$ cat src/rtl/cpu_bus_pkg.sv
// Shared CPU bus definitions: address/data widths, transfer size codes,
// arbiter FSM encoding and the downstream command bundle.
package cpu_bus_pkg;

  localparam int ADDR_W = 32;
  localparam int DATA_W = 32;

  localparam logic [1:0] SZ_BYTE = 2'd0;
  localparam logic [1:0] SZ_HALF = 2'd1;
  localparam logic [1:0] SZ_WORD = 2'd2;

  typedef enum logic [1:0] {
    ST_IDLE   = 2'd0,
    ST_WAIT_I = 2'd1,
    ST_WAIT_D = 2'd2
  } arb_state_t;

  // Everything the memory port needs besides the req strobe itself.
  typedef struct packed {
    logic              wr;
    logic [1:0]        size;
    logic [ADDR_W-1:0] addr;
    logic [DATA_W-1:0] wdata;
    logic              uncached;
  } mem_cmd_t;

endpackage

$ cat src/rtl/mem_port_arbiter_if.sv
// sram-like request channel. The requester uses the master modport,
// the responder the slave modport.
interface mem_port_arbiter_if;
  import cpu_bus_pkg::*;

  logic              req;
  logic              wr;
  logic [1:0]        size;
  logic [ADDR_W-1:0] addr;
  logic [DATA_W-1:0] wdata;
  logic              uncached;
  logic              addr_ok;
  logic              data_ok;
  logic [DATA_W-1:0] rdata;

  modport master (output req, wr, size, addr, wdata, uncached,
                  input  addr_ok, data_ok, rdata);
  modport slave  (input  req, wr, size, addr, wdata, uncached,
                  output addr_ok, data_ok, rdata);
endinterface

$ cat src/rtl/mem_port_arbiter_starve_guard.sv
// Fetch starvation guard: counts data grants made while a fetch waits and
// forces the next grant to fetch once STARVE_LIMIT of them have happened.
module starve_guard #(
  parameter int STARVE_LIMIT = 4
) (
  input  logic clk,
  input  logic resetn,
  input  logic inst_req,
  input  logic inst_acc,
  input  logic data_acc,
  output logic force_inst
);
  localparam logic [3:0] LIMIT = 4'(STARVE_LIMIT);

  logic [3:0] starve_cnt;

  // Fetch acceptance clears; data acceptance with a waiting fetch counts up, saturating.
  always_ff @(posedge clk or negedge resetn) begin
    if (!resetn)                                            starve_cnt <= '0;
    else if (inst_acc)                                      starve_cnt <= '0;
    else if (data_acc && inst_req && starve_cnt != LIMIT)   starve_cnt <= starve_cnt + 4'd1;
  end

  assign force_inst = inst_req && (starve_cnt == LIMIT);
endmodule

$ cat src/rtl/mem_port_arbiter.sv
// Fetch/data arbiter onto one downstream sram-like port, one transaction
// outstanding, data priority with a fetch starvation guard.
// Optional build macro MEM_ARB_PERF_CNT_EN adds grant/conflict counters.
module mem_port_arbiter
  import cpu_bus_pkg::*;
#(
  parameter int STARVE_LIMIT = 4
) (
  input  logic                  clk,
  input  logic                  resetn,
  mem_port_arbiter_if.slave     inst_bus,
  mem_port_arbiter_if.slave     data_bus,
  mem_port_arbiter_if.master    mem_bus
`ifdef MEM_ARB_PERF_CNT_EN
  ,
  output logic [31:0]           perf_inst_grants,
  output logic [31:0]           perf_data_grants,
  output logic [31:0]           perf_conflict_cycles
`endif
);
  arb_state_t state, state_nxt;
  mem_cmd_t   cmd_d, cmd_i, cmd;
  logic       gnt_d, gnt_i, inst_acc, data_acc, force_inst;

  // Fetch channel carries only an address; its other request fields are ignored.
  logic unused_inst;
  assign unused_inst = ^{inst_bus.wr, inst_bus.size, inst_bus.wdata, inst_bus.uncached};

  assign cmd_d = '{wr: data_bus.wr, size: data_bus.size, addr: data_bus.addr,
                   wdata: data_bus.wdata, uncached: data_bus.uncached};
  assign cmd_i = '{wr: 1'b0, size: SZ_WORD, addr: inst_bus.addr,
                   wdata: '0, uncached: 1'b0};

  starve_guard #(.STARVE_LIMIT(STARVE_LIMIT)) u_starve_guard (
    .clk        (clk),
    .resetn     (resetn),
    .inst_req   (inst_bus.req),
    .inst_acc   (inst_acc),
    .data_acc   (data_acc),
    .force_inst (force_inst)
  );

  // FSM state register.
  always_ff @(posedge clk or negedge resetn) begin
    if (!resetn) state <= ST_IDLE;
    else         state <= state_nxt;
  end

  // Grant selection in IDLE, acceptance and return to IDLE on the response.
  always_comb begin
    state_nxt = state;
    gnt_d     = 1'b0;
    gnt_i     = 1'b0;
    inst_acc  = 1'b0;
    data_acc  = 1'b0;
    cmd       = '0;
    case (state)
      ST_IDLE: begin
        gnt_d    = data_bus.req && !force_inst;
        gnt_i    = !gnt_d && inst_bus.req;
        if (gnt_d)      cmd = cmd_d;
        else if (gnt_i) cmd = cmd_i;
        data_acc = gnt_d && mem_bus.addr_ok;
        inst_acc = gnt_i && mem_bus.addr_ok;
        if (data_acc)      state_nxt = ST_WAIT_D;
        else if (inst_acc) state_nxt = ST_WAIT_I;
      end
      ST_WAIT_I, ST_WAIT_D: begin
        // No new accept in the response cycle: one bubble between transactions.
        if (mem_bus.data_ok) state_nxt = ST_IDLE;
      end
      default: state_nxt = ST_IDLE;
    endcase
  end

  assign mem_bus.req      = gnt_d | gnt_i;
  assign mem_bus.wr       = cmd.wr;
  assign mem_bus.size     = cmd.size;
  assign mem_bus.addr     = cmd.addr;
  assign mem_bus.wdata    = cmd.wdata;
  assign mem_bus.uncached = cmd.uncached;

  assign inst_bus.addr_ok = inst_acc;
  assign data_bus.addr_ok = data_acc;
  assign inst_bus.data_ok = (state == ST_WAIT_I) && mem_bus.data_ok;
  assign data_bus.data_ok = (state == ST_WAIT_D) && mem_bus.data_ok;
  assign inst_bus.rdata   = mem_bus.rdata;
  assign data_bus.rdata   = mem_bus.rdata;

`ifdef MEM_ARB_PERF_CNT_EN
  // Free-running grant and conflict counters, wrapping modulo 2^32.
  always_ff @(posedge clk or negedge resetn) begin
    if (!resetn) begin
      perf_inst_grants     <= '0;
      perf_data_grants     <= '0;
      perf_conflict_cycles <= '0;
    end else begin
      if (inst_acc) perf_inst_grants <= perf_inst_grants + 32'd1;
      if (data_acc) perf_data_grants <= perf_data_grants + 32'd1;
      if (state == ST_IDLE && inst_bus.req && data_bus.req)
        perf_conflict_cycles <= perf_conflict_cycles + 32'd1;
    end
  end
`endif
endmodule

$ cat src/flat_wrapper.sv
// flat-port wrapper written by rule: the top's interface ports become plain ports
module mem_port_arbiter_flat import cpu_bus_pkg::*;
#(
  parameter int STARVE_LIMIT = 4
)
  (clk, resetn, inst_bus_req, inst_bus_wr, inst_bus_size, inst_bus_addr, inst_bus_wdata, inst_bus_uncached, inst_bus_addr_ok, inst_bus_data_ok, inst_bus_rdata, data_bus_req, data_bus_wr, data_bus_size, data_bus_addr, data_bus_wdata, data_bus_uncached, data_bus_addr_ok, data_bus_data_ok, data_bus_rdata, mem_bus_req, mem_bus_wr, mem_bus_size, mem_bus_addr, mem_bus_wdata, mem_bus_uncached, mem_bus_addr_ok, mem_bus_data_ok, mem_bus_rdata);
  mem_port_arbiter_if inst_bus_i ();
  mem_port_arbiter_if data_bus_i ();
  mem_port_arbiter_if mem_bus_i ();
  input  logic clk;
  input  logic resetn;
  input wire logic [$bits(inst_bus_i.req)-1:0] inst_bus_req;
  input wire logic [$bits(inst_bus_i.wr)-1:0] inst_bus_wr;
  input wire logic [$bits(inst_bus_i.size)-1:0] inst_bus_size;
  input wire logic [$bits(inst_bus_i.addr)-1:0] inst_bus_addr;
  input wire logic [$bits(inst_bus_i.wdata)-1:0] inst_bus_wdata;
  input wire logic [$bits(inst_bus_i.uncached)-1:0] inst_bus_uncached;
  output wire logic [$bits(inst_bus_i.addr_ok)-1:0] inst_bus_addr_ok;
  output wire logic [$bits(inst_bus_i.data_ok)-1:0] inst_bus_data_ok;
  output wire logic [$bits(inst_bus_i.rdata)-1:0] inst_bus_rdata;
  input wire logic [$bits(data_bus_i.req)-1:0] data_bus_req;
  input wire logic [$bits(data_bus_i.wr)-1:0] data_bus_wr;
  input wire logic [$bits(data_bus_i.size)-1:0] data_bus_size;
  input wire logic [$bits(data_bus_i.addr)-1:0] data_bus_addr;
  input wire logic [$bits(data_bus_i.wdata)-1:0] data_bus_wdata;
  input wire logic [$bits(data_bus_i.uncached)-1:0] data_bus_uncached;
  output wire logic [$bits(data_bus_i.addr_ok)-1:0] data_bus_addr_ok;
  output wire logic [$bits(data_bus_i.data_ok)-1:0] data_bus_data_ok;
  output wire logic [$bits(data_bus_i.rdata)-1:0] data_bus_rdata;
  output wire logic [$bits(mem_bus_i.req)-1:0] mem_bus_req;
  output wire logic [$bits(mem_bus_i.wr)-1:0] mem_bus_wr;
  output wire logic [$bits(mem_bus_i.size)-1:0] mem_bus_size;
  output wire logic [$bits(mem_bus_i.addr)-1:0] mem_bus_addr;
  output wire logic [$bits(mem_bus_i.wdata)-1:0] mem_bus_wdata;
  output wire logic [$bits(mem_bus_i.uncached)-1:0] mem_bus_uncached;
  input wire logic [$bits(mem_bus_i.addr_ok)-1:0] mem_bus_addr_ok;
  input wire logic [$bits(mem_bus_i.data_ok)-1:0] mem_bus_data_ok;
  input wire logic [$bits(mem_bus_i.rdata)-1:0] mem_bus_rdata;
  assign inst_bus_i.req = inst_bus_req;
  assign inst_bus_i.wr = inst_bus_wr;
  assign inst_bus_i.size = inst_bus_size;
  assign inst_bus_i.addr = inst_bus_addr;
  assign inst_bus_i.wdata = inst_bus_wdata;
  assign inst_bus_i.uncached = inst_bus_uncached;
  assign inst_bus_addr_ok = inst_bus_i.addr_ok;
  assign inst_bus_data_ok = inst_bus_i.data_ok;
  assign inst_bus_rdata = inst_bus_i.rdata;
  assign data_bus_i.req = data_bus_req;
  assign data_bus_i.wr = data_bus_wr;
  assign data_bus_i.size = data_bus_size;
  assign data_bus_i.addr = data_bus_addr;
  assign data_bus_i.wdata = data_bus_wdata;
  assign data_bus_i.uncached = data_bus_uncached;
  assign data_bus_addr_ok = data_bus_i.addr_ok;
  assign data_bus_data_ok = data_bus_i.data_ok;
  assign data_bus_rdata = data_bus_i.rdata;
  assign mem_bus_req = mem_bus_i.req;
  assign mem_bus_wr = mem_bus_i.wr;
  assign mem_bus_size = mem_bus_i.size;
  assign mem_bus_addr = mem_bus_i.addr;
  assign mem_bus_wdata = mem_bus_i.wdata;
  assign mem_bus_uncached = mem_bus_i.uncached;
  assign mem_bus_i.addr_ok = mem_bus_addr_ok;
  assign mem_bus_i.data_ok = mem_bus_data_ok;
  assign mem_bus_i.rdata = mem_bus_rdata;
  mem_port_arbiter #(.STARVE_LIMIT(STARVE_LIMIT)) u_core (.clk(clk), .resetn(resetn), .inst_bus(inst_bus_i), .data_bus(data_bus_i), .mem_bus(mem_bus_i));
endmodule
$ cat config.mk
export PLATFORM = sky130hd
export DESIGN_NAME = mem_port_arbiter_flat
export DESIGN_NICKNAME = d
export VERILOG_FILES = /design/src/rtl/cpu_bus_pkg.sv /design/src/rtl/mem_port_arbiter_if.sv /design/src/rtl/mem_port_arbiter_starve_guard.sv /design/src/rtl/mem_port_arbiter.sv /design/src/flat_wrapper.sv
export SDC_FILE = /design/constraint.sdc
export NUM_CORES = 1
export LEC_CHECK = 0
export BUFFER_PORTS_ARGS = -buffer_cell sky130_fd_sc_hd__buf_2
export CORE_AREA = 3 3 118 120
export CTS_CLUSTER_DIAMETER = 200
export CTS_CLUSTER_SIZE = 16
export DETAILED_ROUTE_END_ITERATION = 8
export DIE_AREA = 0 0 121 123
export GPL_TIMING_DRIVEN = 0
export PLACE_DENSITY = 0.49
export SLEW_MARGIN = 10
export SYNTH_ARGS = -nofsm -noshare
export SYNTH_HDL_FRONTEND = slang
export SYNTH_HIERARCHICAL = 1
export SYNTH_SLANG_ARGS = --single-unit
$ cat constraint.sdc
create_clock -name clk -period 6.79 [get_ports clk]
set_clock_uncertainty 0.1 [all_clocks]
set_input_delay 0.3395 -clock clk [delete_from_list [all_inputs] [get_ports clk]]
set_output_delay 0.3395 -clock clk [all_outputs]
set_load 0.05 [all_outputs]
==> metrics.md, run 1 <==
| Metric | Value |
|---|---|
| Outcome | `complete, no violations` |
| Pwr Density | `roughly 360 nW/um^2` |
| Syn-to-layout area delta | `99.0%` |
| Yosys reg bits | `6` |
| Fillers | `~1.4k` |
| Worst path cell trace | `inv_1 -> ha_1 -> and3b_4 -> and2_2 -> and3b_1 -> buf_2 -> buf_4 -> buf_6 -> a22o_1 -> buf_2` |
| Final #Nets | `a little over 600` |
| Initial Util | `between 10% and 20%` |
| ANT cells | `0` |
| Fin. Hold Viols | `0` |
| Total Die Area | `around 15,000 sq um` |
| IO Port Bufs | `~240` |
| Syn Area/Cell | `about 8.0 sq um` |
| Crit Path Max Fanout | `10` |
| First-pass GRT wire length | `about 9.7 mm` |
| Final instance area | `between 3000 and 4000 sq um` |
| Setup CP Type | `flip-flop to primary output` |
| Routability congestion estimate from global placement | `~0.7` |
| Gates resized, CTS repair | `0` |
| # Max-Cap Violations | `0` |
| Routed Antenna Nets | `0` |
| Vias in the first global route | `~2k` |
| Yosys warning count | `6` |
| Tcrit/Tclk final | `between 40% and 50%` |
| Die Wd | `about 120 um` |
| Slowest CP cell | `dfrtp_1` |
| Rows | `42` |
| WP data required | `between 6 and 7 ns` |
| Crit path DAT | `approximately 2.5 ns` |
| Seq/Total Area, Yosys | `under 10%` |
| Final Max Slew Viols | `0` |
| Total grt overflow | `0` |
| CTS tree | `done` |
| CP peak stage delay | `a little under 0.4 ns` |
| Static leakage | `roughly 1.9 nW` |
| Placed cell area | `just under 3000 sq um` |
| DR pass1 iterations | `3` |
| Final min period | `just under 3 ns` |
| Worst Max-Slew Pin Slew | `between 0.2 and 0.3 ns` |
| Iter 0 DRT Violations | `about 40` |
| WL per Instance | `around 12 um` |
| Synthesized cell area | `1530 sq um` |
| Vias per cell | `3.65` |
| Worst hold path type | `input pin to async pin` |
| Slew headroom | `approximately 81%` |
| Layout cells sized above 1 | `~74%` |
| Chip height | `about 120 um` |
| Clk pin slew, worst setup/hold paths | `roughly 0.03 ns` |
| Max Root-Sink Buffers | `2` |
| Mapped Cells | `192` |
| GR Util All Layers | `8.13%` |
| Final setup violation count | `0` |
| Cts bufs inserted | `3` |
| RSZ-0062 raised after global routing | `no` |
| # clock sinks | `6` |
| Largest net degree at the start of global routing | `11` |
| Setup_tns | `0 ns` |
| Initial antenna violation count | `0` |
| Final WL | `a little over 7 mm` |
| Post-CTS Setup Repair Bufs | `0` |
| Worst vdd ir | `roughly 0.00013 V` |
| CTS H-Tree Depth | `1` |
| Worst skew pair latency | `between 0.2 and 0.25 ns` |
| CP endpoint kind | `primary output` |
| DRC viols | `0` |
| Final WS setup | `approximately 3.9 ns` |
| Root Buffer | `clkbuf_16` |
| Syn Nets | `approximately 370` |
| Vias | `between 2k and 2.5k` |
| Yosys cell types | `29` |
| Core footprint | `~13,000 sq um` |
| Fmax | `around 340 MHz` |
| Pre-CTS WS | `about 4 ns` |
| # IOs | `a little over 300` |
| Startpoint type of the worst setup path | `flip-flop` |
| CP most frequent cell | `buf_2` |
| Final HPWL DP | `between 6 and 7 mm` |
| Hold_buf cts | `1` |
==> cell usage after synthesis <==
cell type,instances,area (sq um)
a21o_1,1,7.51
a21oi_1,4,20.0
a22o_1,33,289
a32oi_1,1,8.76
and2_1,40,250
and2_2,1,7.51
and3_4,1,11.3
and3b_1,1,8.76
and3b_4,1,12.5
buf_2,3,15.0
buf_4,65,488
buf_6,2,22.5
buf_8,3,45.0
clkbuf_1,3,11.3
dfrtp_1,6,150
ha_1,5,62.6
inv_1,6,22.5
nand2_1,1,3.75
nand2b_1,2,12.5
nand3_1,1,5.00
nand3b_1,1,7.51
o21ai_0,4,20.0
o22ai_1,1,6.26
o31ai_1,1,7.51
or2_1,1,6.26
or3_1,1,6.26
or3_2,1,7.51
or3b_2,1,8.76
or4_1,1,7.51
==> worst max-delay path, delay by kind of cell, from the launching register on <==
family | cells | cell delay [ns]
buffers and inverters | 5 | 0.93
and+or+nand+nor | 3 | 0.59
DFF | 1 | 0.39
adders and majority gates | 1 | 0.20
AOI/OAI and AO/OA | 1 | 0.14
==> logic make-up (layout without fill, tap and decap cells) <==
logic type | count (synthesis) | after routing | synth area share (%)
compound gates | 45 | 45 | 23.4
fa+ha+maj | 5 | 5 | 4.08
buf+inv | 82 | 328 | 39.5
flops | 6 | 6 | 9.80
simple gates | 54 | 54 | 23.2
==> cell type report <==
type | count | area, sq um | area share (%)
timing repair buffer | 243 | 1220 | 40.1
multi-input combinational | 104 | 777 | 25.5
inverter | 6 | 22.5 | 0.739
sequential | 6 | 150 | 4.93
buffer | 76 | 582 | 19.1
tap | 176 | 220 | 7.22
clock buffer | 3 | 75.1 | 2.46
==> power by group <==
group          leakage (nW)  switching [mW]  internal (mW)  total [mW]
Sequential           0.0803          0.0107         0.0474      0.0581
Clock                0.0370          0.0210         0.0757      0.0967
Combinational          1.75           0.677          0.256       0.932
==> final timing paths <==
path | end | start | cells past startpoint | slack, ns
min | u_core/u_starve_guard/starve_cnt[0] | resetn | 2 | 0.37
max in group asynchronous | u_core/u_starve_guard/starve_cnt[3] | resetn | 2 | 6.08
min in group clk | u_core/state[0] | mem_bus_data_ok | 3 | 0.40
max | mem_bus_addr[26] | u_core/u_starve_guard/starve_cnt[0] | 10 | 3.86
max reg2reg | u_core/u_starve_guard/starve_cnt[3] | u_core/u_starve_guard/starve_cnt[0] | 10 | 4.03
min reg2reg | u_core/state[1] | u_core/state[1] | 1 | 0.44
==> per-layer routing <==
| metal | up-vias | GRT usage (%) | share of wire, % |
|---|---|---|---|
| li1 | 1082 | - | - |
| met1 | 992 | 8.86 | 35 |
| met2 | 162 | 15.6 | 51 |
| met3 | 7 | 2.15 | 13 |
| met4 | 0 | 2.05 | 1.2 |
| met5 | - | 0 | 0 |
==> registers in the layout (all words and copies together) (netlist names) <==
signal                            count
u_core/state                          2
u_core/u_starve_guard/starve_cnt      4
==> cell usage in the layout (no fill, tap or decap) <==
cell	Yosys	routed
clkbuf_1	3	3
nand3_1	1	1
ha_1	5	5
nand3b_1	1	1
or4_1	1	1
or3_2	1	1
a32oi_1	1	1
dlygate4sd3_1	0	1
buf_8	3	3
or3_1	1	1
buf_2	3	245
nand2_1	1	1
a21oi_1	4	4
clkbuf_16	0	3
o21ai_0	4	4
or3b_2	1	1
a21o_1	1	1
o22ai_1	1	1
nand2b_1	2	2
inv_1	6	6
buf_6	2	2
buf_4	65	65
and2_1	40	40
and3b_1	1	1
and2_2	1	1
dfrtp_1	6	6
or2_1	1	1
a22o_1	33	33
and3b_4	1	1
and3_4	1	1
o31ai_1	1	1
==> per-stage QoR <==
stage	std cells	utilization (%)	hold slack (ns)	power, mW
after floorplan	192	-	-0.0561	0.782
after global placement	610	22.6	0.0690	0.992
after detailed placement	610	22.6	0.0698	1.00
after CTS	614	23.3	0.373	1.10
after global routing	614	23.3	0.401	1.15
final	614	23.3	0.367	1.09
Power figures use the tool's default switching activity.
==> inputs of run 2 (changes only) <==
CORE_AREA = 3 3 121 123   (was 3 3 118 120)
DIE_AREA = 0 0 124 126   (was 0 0 121 123)
clock period = 2.6 ns   (was 6.79 ns; I/O delays follow)
==> run 2 against run 1 <==
- worst setup slack lost 3.8 ns
- via count grew 1.1%
- routed wire length rose by 2.5%
- flip-flop and latch count is the same
- core utilization up 0.57 points
- clock power grew to 2.6 times the previous value
- power grew to 2.8 times the previous value
- register-to-register slack lost 3.9 ns
- die area is 5.0% higher
- first-iteration DRC count shrank 44%
- critical path type unchanged
- largest cell class unchanged
- highest routed layer is now met5
==> metrics.md, run 2 (synthesized netlist as in run 1, its figures left out) <==
| Metric | Value |
|---|---|
| Pwr Density | `about 940 nW/um^2` |
| Comb power frac | `~87%` |
| WP data required | `around 2.4 ns` |
| Top cell family by delay on the critical path | `simple AND/OR/NAND/NOR gates` |
| Total Die Area | `between 15,000 and 20,000 sq um` |
| Die Wd | `approximately 120 um` |
| Worst skew pair latency | `~0.23 ns` |
| Final min period | `roughly 2.5 ns` |
| Core footprint | `13,800 sq um` |
| Reg2Reg Depth | `10` |
| Clk pwr share | `roughly 8.0%` |
| Worst vdd ir | `0.000384 V` |
| WL per Instance | `about 12 um` |
| Chip height | `around 130 um` |
| Startpoint type of the worst setup path | `flip-flop` |
| Final HPWL DP | `roughly 6.4 mm` |
| Final WL | `~7.4 mm` |
| Biggest regs | `u_core/u_starve_guard/starve_cnt: 4 flops, u_core/state: 2 flops` |
| Fin. Hold Viols | `0` |
| GR Util All Layers | `under 10%` |
| Total grt overflow | `0` |
| RSZ-0062 raised after global routing | `yes` |
| CP peak stage delay | `0.38 ns` |
| Net Sw Frac | `~61%` |
| Root Buffer | `clkbuf_16` |
| Max Root-Sink Buffers | `2` |
| Layout cells sized above 1 | `76.1%` |
| DR pass1 iterations | `3` |
| Crit path DAT | `around 2.3 ns` |
| Net Sw Power | `1.89 mW` |
| CP endpoint kind | `primary output` |
| CP bufs+invs | `4` |
| Routed Antenna Nets | `0` |
| # clock sinks | `6` |
| ANT cells | `0` |
| Worst path cell trace | `inv_1 -> ha_1 -> and3b_4 -> and2_2 -> nand2b_1 -> and3_4 -> buf_6 -> buf_8 -> a22o_1 -> buf_4` |
| Initial Util | `~11%` |
| First-pass GRT wire length | `approximately 9.7 mm` |
| Syn-to-layout area delta | `115%` |
| Slowest CP cell | `dfrtp_1` |
| Tcrit/Tclk final | `between 90% and 100%` |
| Final instance area | `roughly 3300 sq um` |
| Final #Nets | `620` |
| Cts bufs inserted | `3` |
| Slew headroom | `between 80 and 90%` |
| CTS tree | `done` |
| Vias in the first global route | `~2.2k` |
| Sequential Power Share | `4.9%` |
| Clk pin slew, worst setup/hold paths | `~0.03 ns` |
| Setup_tns | `0 ns` |
| Rows | `43` |
| # IOs | `311` |
| Final setup violation count | `0` |
| Most frequent cells in the layout | `buf_2 (213), buf_4 (69), and2_1 (38)` |
| Max FFs per register | `4` |
| Final Max Slew Viols | `0` |
| Outcome | `complete, no violations` |
| Crit Path Max Fanout | `10` |
| Placed cell area | `between 2000 and 3000 sq um` |
| P_int | `between 1 and 1.5 mW` |
| Vias per cell | `between 3 and 4` |
| Setup CP Type | `flip-flop to primary output` |
| CTS H-Tree Depth | `1` |
| Worst hold path type | `input pin to async pin` |
| IO Port Bufs | `242` |
| Routability congestion estimate from global placement | `0.702` |
| WHS | `0.152 ns` |
| Iter 0 DRT Violations | `23` |
| Most flops, register | `u_core/u_starve_guard/starve_cnt` |
| Initial antenna violation count | `2` |
| Pwr Total | `3.09 mW` |
| Commonest non-fill, non-tap cell in the layout | `buf_2` |
| Stages on worst setup path | `10` |
| Static leakage | `~1.9 nW` |
| Fmax | `a little under 400 MHz` |
| Final Core Density | `between 20% and 30%` |
| # Max-Cap Violations | `0` |
| Largest net degree at the start of global routing | `11` |
| Vias | `2,267` |
| DRC viols | `0` |
| Worst Max-Slew Pin Slew | `0.271 ns` |
## run 2: cell type report
| class | instances | area, sq um |
|---|---|---|
| fillers | 1509 | 10500 |
| repair buffers | 244 | 1400 |
| multi-input cells | 104 | 818 |
| plain buffers | 76 | 598 |
| well taps | 180 | 225 |
| flip-flops and latches | 6 | 150 |
| clock buffers | 3 | 75.1 |
| inverters | 6 | 22.5 |
## run 2: power groups by stage
stage	logic (mW)	registers, mW	clock network [mW]
4_1_cts	2.52	0.152	0.252
3_3_place_gp	2.45	0.151	0
6_report	2.69	0.151	0.247
5_1_grt	2.85	0.154	0.254
3_5_place_dp	2.46	0.154	0
2_1_floorplan	1.90	0.146	0
## run 2: metal layers
layer	part of all wire (%)	wire, um	GRT usage (%)	up-vias
met5	0.37	27	0	-
met4	0.65	48	1.55	4
met3	14	1070	2.02	8
met2	53	3950	16.2	178
met1	31	2290	7.17	993
li1	-	-	-	1084
## run 2: what timing repair did
item | in CTS | in global routing
hold buffers | 1 | 0
endpoints found under the hold margin | 6 | 0
setup endpoints to repair | 71 | 53
resized for setup | 18 | 67
pin swaps | 0 | 2
buffers inserted | 0 | 1
## run 2: final timing paths
path / slack, ns / startpoint / end
min in group clk: 0.22 / data_bus_req / u_core/state[0]
max in group asynchronous: 2.11 / resetn / u_core/state[0]
hold reg to reg: 0.45 / u_core/state[1] / u_core/state[1]
hold / removal: 0.15 / resetn / u_core/u_starve_guard/starve_cnt[2]
setup / recovery: 0.06 / u_core/u_starve_guard/starve_cnt[0] / mem_bus_addr[21]
setup reg to reg: 0.13 / u_core/u_starve_guard/starve_cnt[0] / u_core/u_starve_guard/starve_cnt[3]
## run 2: stage by stage
step           instances  worst slack (ns)
4_1_cts              618          0.000857
3_5_place_dp         614           -0.0946
5_1_grt              619           -0.0137
6_report             619            0.0639
2_1_floorplan        192            0.0334
3_3_place_gp         614           -0.0618
==> inputs of run 3 (changes only) <==
MAX_ROUTING_LAYER = met4   (was not set)
PLACE_DENSITY = not set   (was 0.49)
SETUP_SLACK_MARGIN = 0.05   (was not set)
==> run 3 against run 2 <==
- critical path type unchanged
- critical endpoint is now mem_bus_addr[11]
- clock power is essentially flat
- highest routed layer is now met4
- register-to-register slack gained 0.07 ns
- sequential share of layout area grew 0.092 points
- combinational power shrank 3%
- largest cell class unchanged
- worst setup slack gained 0.069 ns
- largest power group unchanged
==> metrics.md, run 3 (synthesized netlist as in run 1, its figures left out) <==
| Metric | Value |
|---|---|
| Final #Nets | `about 620` |
| Die Wd | `124 um` |
| Top cell family by delay on the critical path | `simple AND/OR/NAND/NOR gates` |
| CP endpoint kind | `primary output` |
| Clk pin slew, worst setup/hold paths | `about 0.03 ns` |
| GR Util All Layers | `around 7%` |
| Initial antenna violation count | `1` |
| Setup CP Type | `flip-flop to primary output` |
| Crit Path Max Fanout | `10` |
| Final WS setup | `0.133 ns` |
| Syn-to-layout area delta | `110%` |
| R2R Path Start | `u_core/u_starve_guard/starve_cnt[0]` |
| Pre-CTS WS | `-0.0929 ns` |
| Stages on worst setup path | `10` |
| Worst path cell trace | `inv_1 -> ha_1 -> and3b_4 -> and2_2 -> nand2b_1 -> and3_4 -> buf_6 -> buf_8 -> a22o_1 -> buf_4` |
| WP data required | `around 2.4 ns` |
| Worst Setup EP | `mem_bus_addr[11]` |
| DRC viols | `0` |
| WHS | `between 0.15 and 0.2 ns` |
| Setup_tns | `0 ns` |
| Startpoint type of the worst setup path | `flip-flop` |
| Vias in the first global route | `between 1.5k and 2k` |
| DR pass1 iterations | `4` |
| Most frequent cells in the layout | `buf_2 (217), buf_4 (85), and2_1 (38)` |
| Outcome | `complete, no violations` |
| Fin. Hold Viols | `0` |
| # clock sinks | `6` |
| M1 GR Usage | `under 10%` |
| Final WL | `around 6.7 mm` |
| Max Root-Sink Buffers | `2` |
| Reg2Reg Depth | `10` |
| Slew headroom | `a little over 80%` |
| Worst Max-Slew Pin Slew | `around 0.26 ns` |
| Final setup violation count | `0` |
| Routability congestion estimate from global placement | `about 0.72` |
| Largest net degree at the start of global routing | `11` |
| GR Util met2 | `roughly 14%` |
| Tcrit/Tclk final | `94.9%` |
| # Max-Cap Violations | `0` |
| Reg2Reg Setup Slack | `about 0.20 ns` |
| Pwr Total | `between 2 and 3 mW` |
| Worst r2r dst | `u_core/u_starve_guard/starve_cnt[3]` |
| Worst hold path type | `input pin to async pin` |
| Slowest CP cell | `dfrtp_1` |
| Core footprint | `13,800 sq um` |
| Biggest regs | `u_core/u_starve_guard/starve_cnt: 4 flops, u_core/state: 2 flops` |
| Fmax | `405 MHz` |
| Vias per cell | `between 3 and 4` |
| First-pass GRT wire length | `around 8.5 mm` |
| Met3 Usage GRT | `0.853%` |
| Layout cells sized above 1 | `around 75%` |
| Final min period | `around 2.5 ns` |
| Root Buffer | `clkbuf_16` |
| # IOs | `311` |
| Iter 0 DRT Violations | `39` |
| Worst vdd ir | `roughly 0.00026 V` |
| Rows | `43` |
| Total grt overflow | `0` |
| RSZ-0062 raised after global routing | `yes` |
| IO Port Bufs | `~240` |
| Non-filler instance count after layout | `approximately 620` |
| Crit path from | `u_core/u_starve_guard/starve_cnt[0]` |
| Final Max Slew Viols | `0` |
| CP peak stage delay | `roughly 0.34 ns` |
| Most flops, register | `u_core/u_starve_guard/starve_cnt` |
| Fillers | `between 1.5k and 2k` |
| Final HPWL DP | `approximately 5.7 mm` |
| Vias | `between 2k and 2.5k` |
| Static leakage | `around 1.9 nW` |
| WL per Instance | `~11 um` |
| Routed Antenna Nets | `0` |
| Initial Util | `~11%` |
| Cts bufs inserted | `3` |
| Worst skew pair latency | `0.23 ns` |
| CP bufs+invs | `4` |
| Pwr Density | `between 900 and 1000 nW/um^2` |
| Placed cell count | `roughly 610` |
| Crit path DAT | `2.24 ns` |
| GRT busiest layer | `met2` |
| Max FFs per register | `4` |
| Commonest non-fill, non-tap cell in the layout | `buf_2` |
| CTS H-Tree Depth | `1` |
| Chip height | `approximately 130 um` |
| Total Die Area | `between 15,000 and 20,000 sq um` |
| CTS tree | `done` |
[run 3: changes by cell type in the layout (fill, tap and decap cells not counted)]
| cell | previous run | this run |
|---|---|---|
| a22o_1 | 29 | 33 |
| a22o_4 | 4 | 0 |
| buf_2 | 213 | 217 |
| diode_2 | 0 | 1 |
| clkbuf_4 | 2 | 0 |
| buf_4 | 69 | 85 |
| buf_6 | 29 | 15 |
[run 3: worst min-delay path by stage]
stage | from | to | slack [ns] | depth (start not counted)
floorplan | resetn | u_core/state[0] | -0.27 | 0
global placement | resetn | u_core/u_starve_guard/starve_cnt[2] | -0.14 | 1
detailed placement | resetn | u_core/u_starve_guard/starve_cnt[2] | -0.14 | 1
CTS | resetn | u_core/u_starve_guard/starve_cnt[3] | 0.16 | 2
global route | resetn | u_core/u_starve_guard/starve_cnt[2] | 0.20 | 2
finish | resetn | u_core/u_starve_guard/starve_cnt[3] | 0.16 | 2
[run 3: repair_timing]
item / 4_1_cts / 5_1_grt
endpoints found under the hold margin: 6 / 0
pin swaps: 0 / 1
setup buffers: 2 / 3
setup endpoints to repair: 73 / 41
resized for setup: 18 / 45
hold buffers: 1 / 0
[run 3: routing by layer]
layer	vias to the layer above	wire, um
li1	1098	-
met1	926	2280
met2	190	3570
met3	4	870
met4	0	29
met5	-	0
[run 3: power breakdown]
group          internal, mW  leakage, nW  switching (mW)  total [mW]
registers             0.124       0.0803          0.0227       0.146
logic                 0.821         1.81            1.78        2.61
clock network         0.197       0.0370          0.0500       0.247
[run 3: through the flow]
step,utilization [%],cell area (sq um)
after floorplan,-,1530
after global placement,21.6,2970
after detailed placement,21.6,2970
after CTS,22.6,3110
after global routing,23.4,3220
final,23.4,3220
[run 3: cell type report]
class / instances / area (sq um) / area share, %
Antenna cell: 1 / 2.50 / 0.0777
Buffer: 76 / 596 / 18.5
Clock buffer: 3 / 75.1 / 2.33
Inverter: 6 / 22.5 / 0.699
Multi-Input combinational cell: 104 / 783 / 24.3
Sequential cell: 6 / 150 / 4.66
Tap cell: 180 / 225 / 6.99
Timing Repair Buffer: 248 / 1370 / 42.4
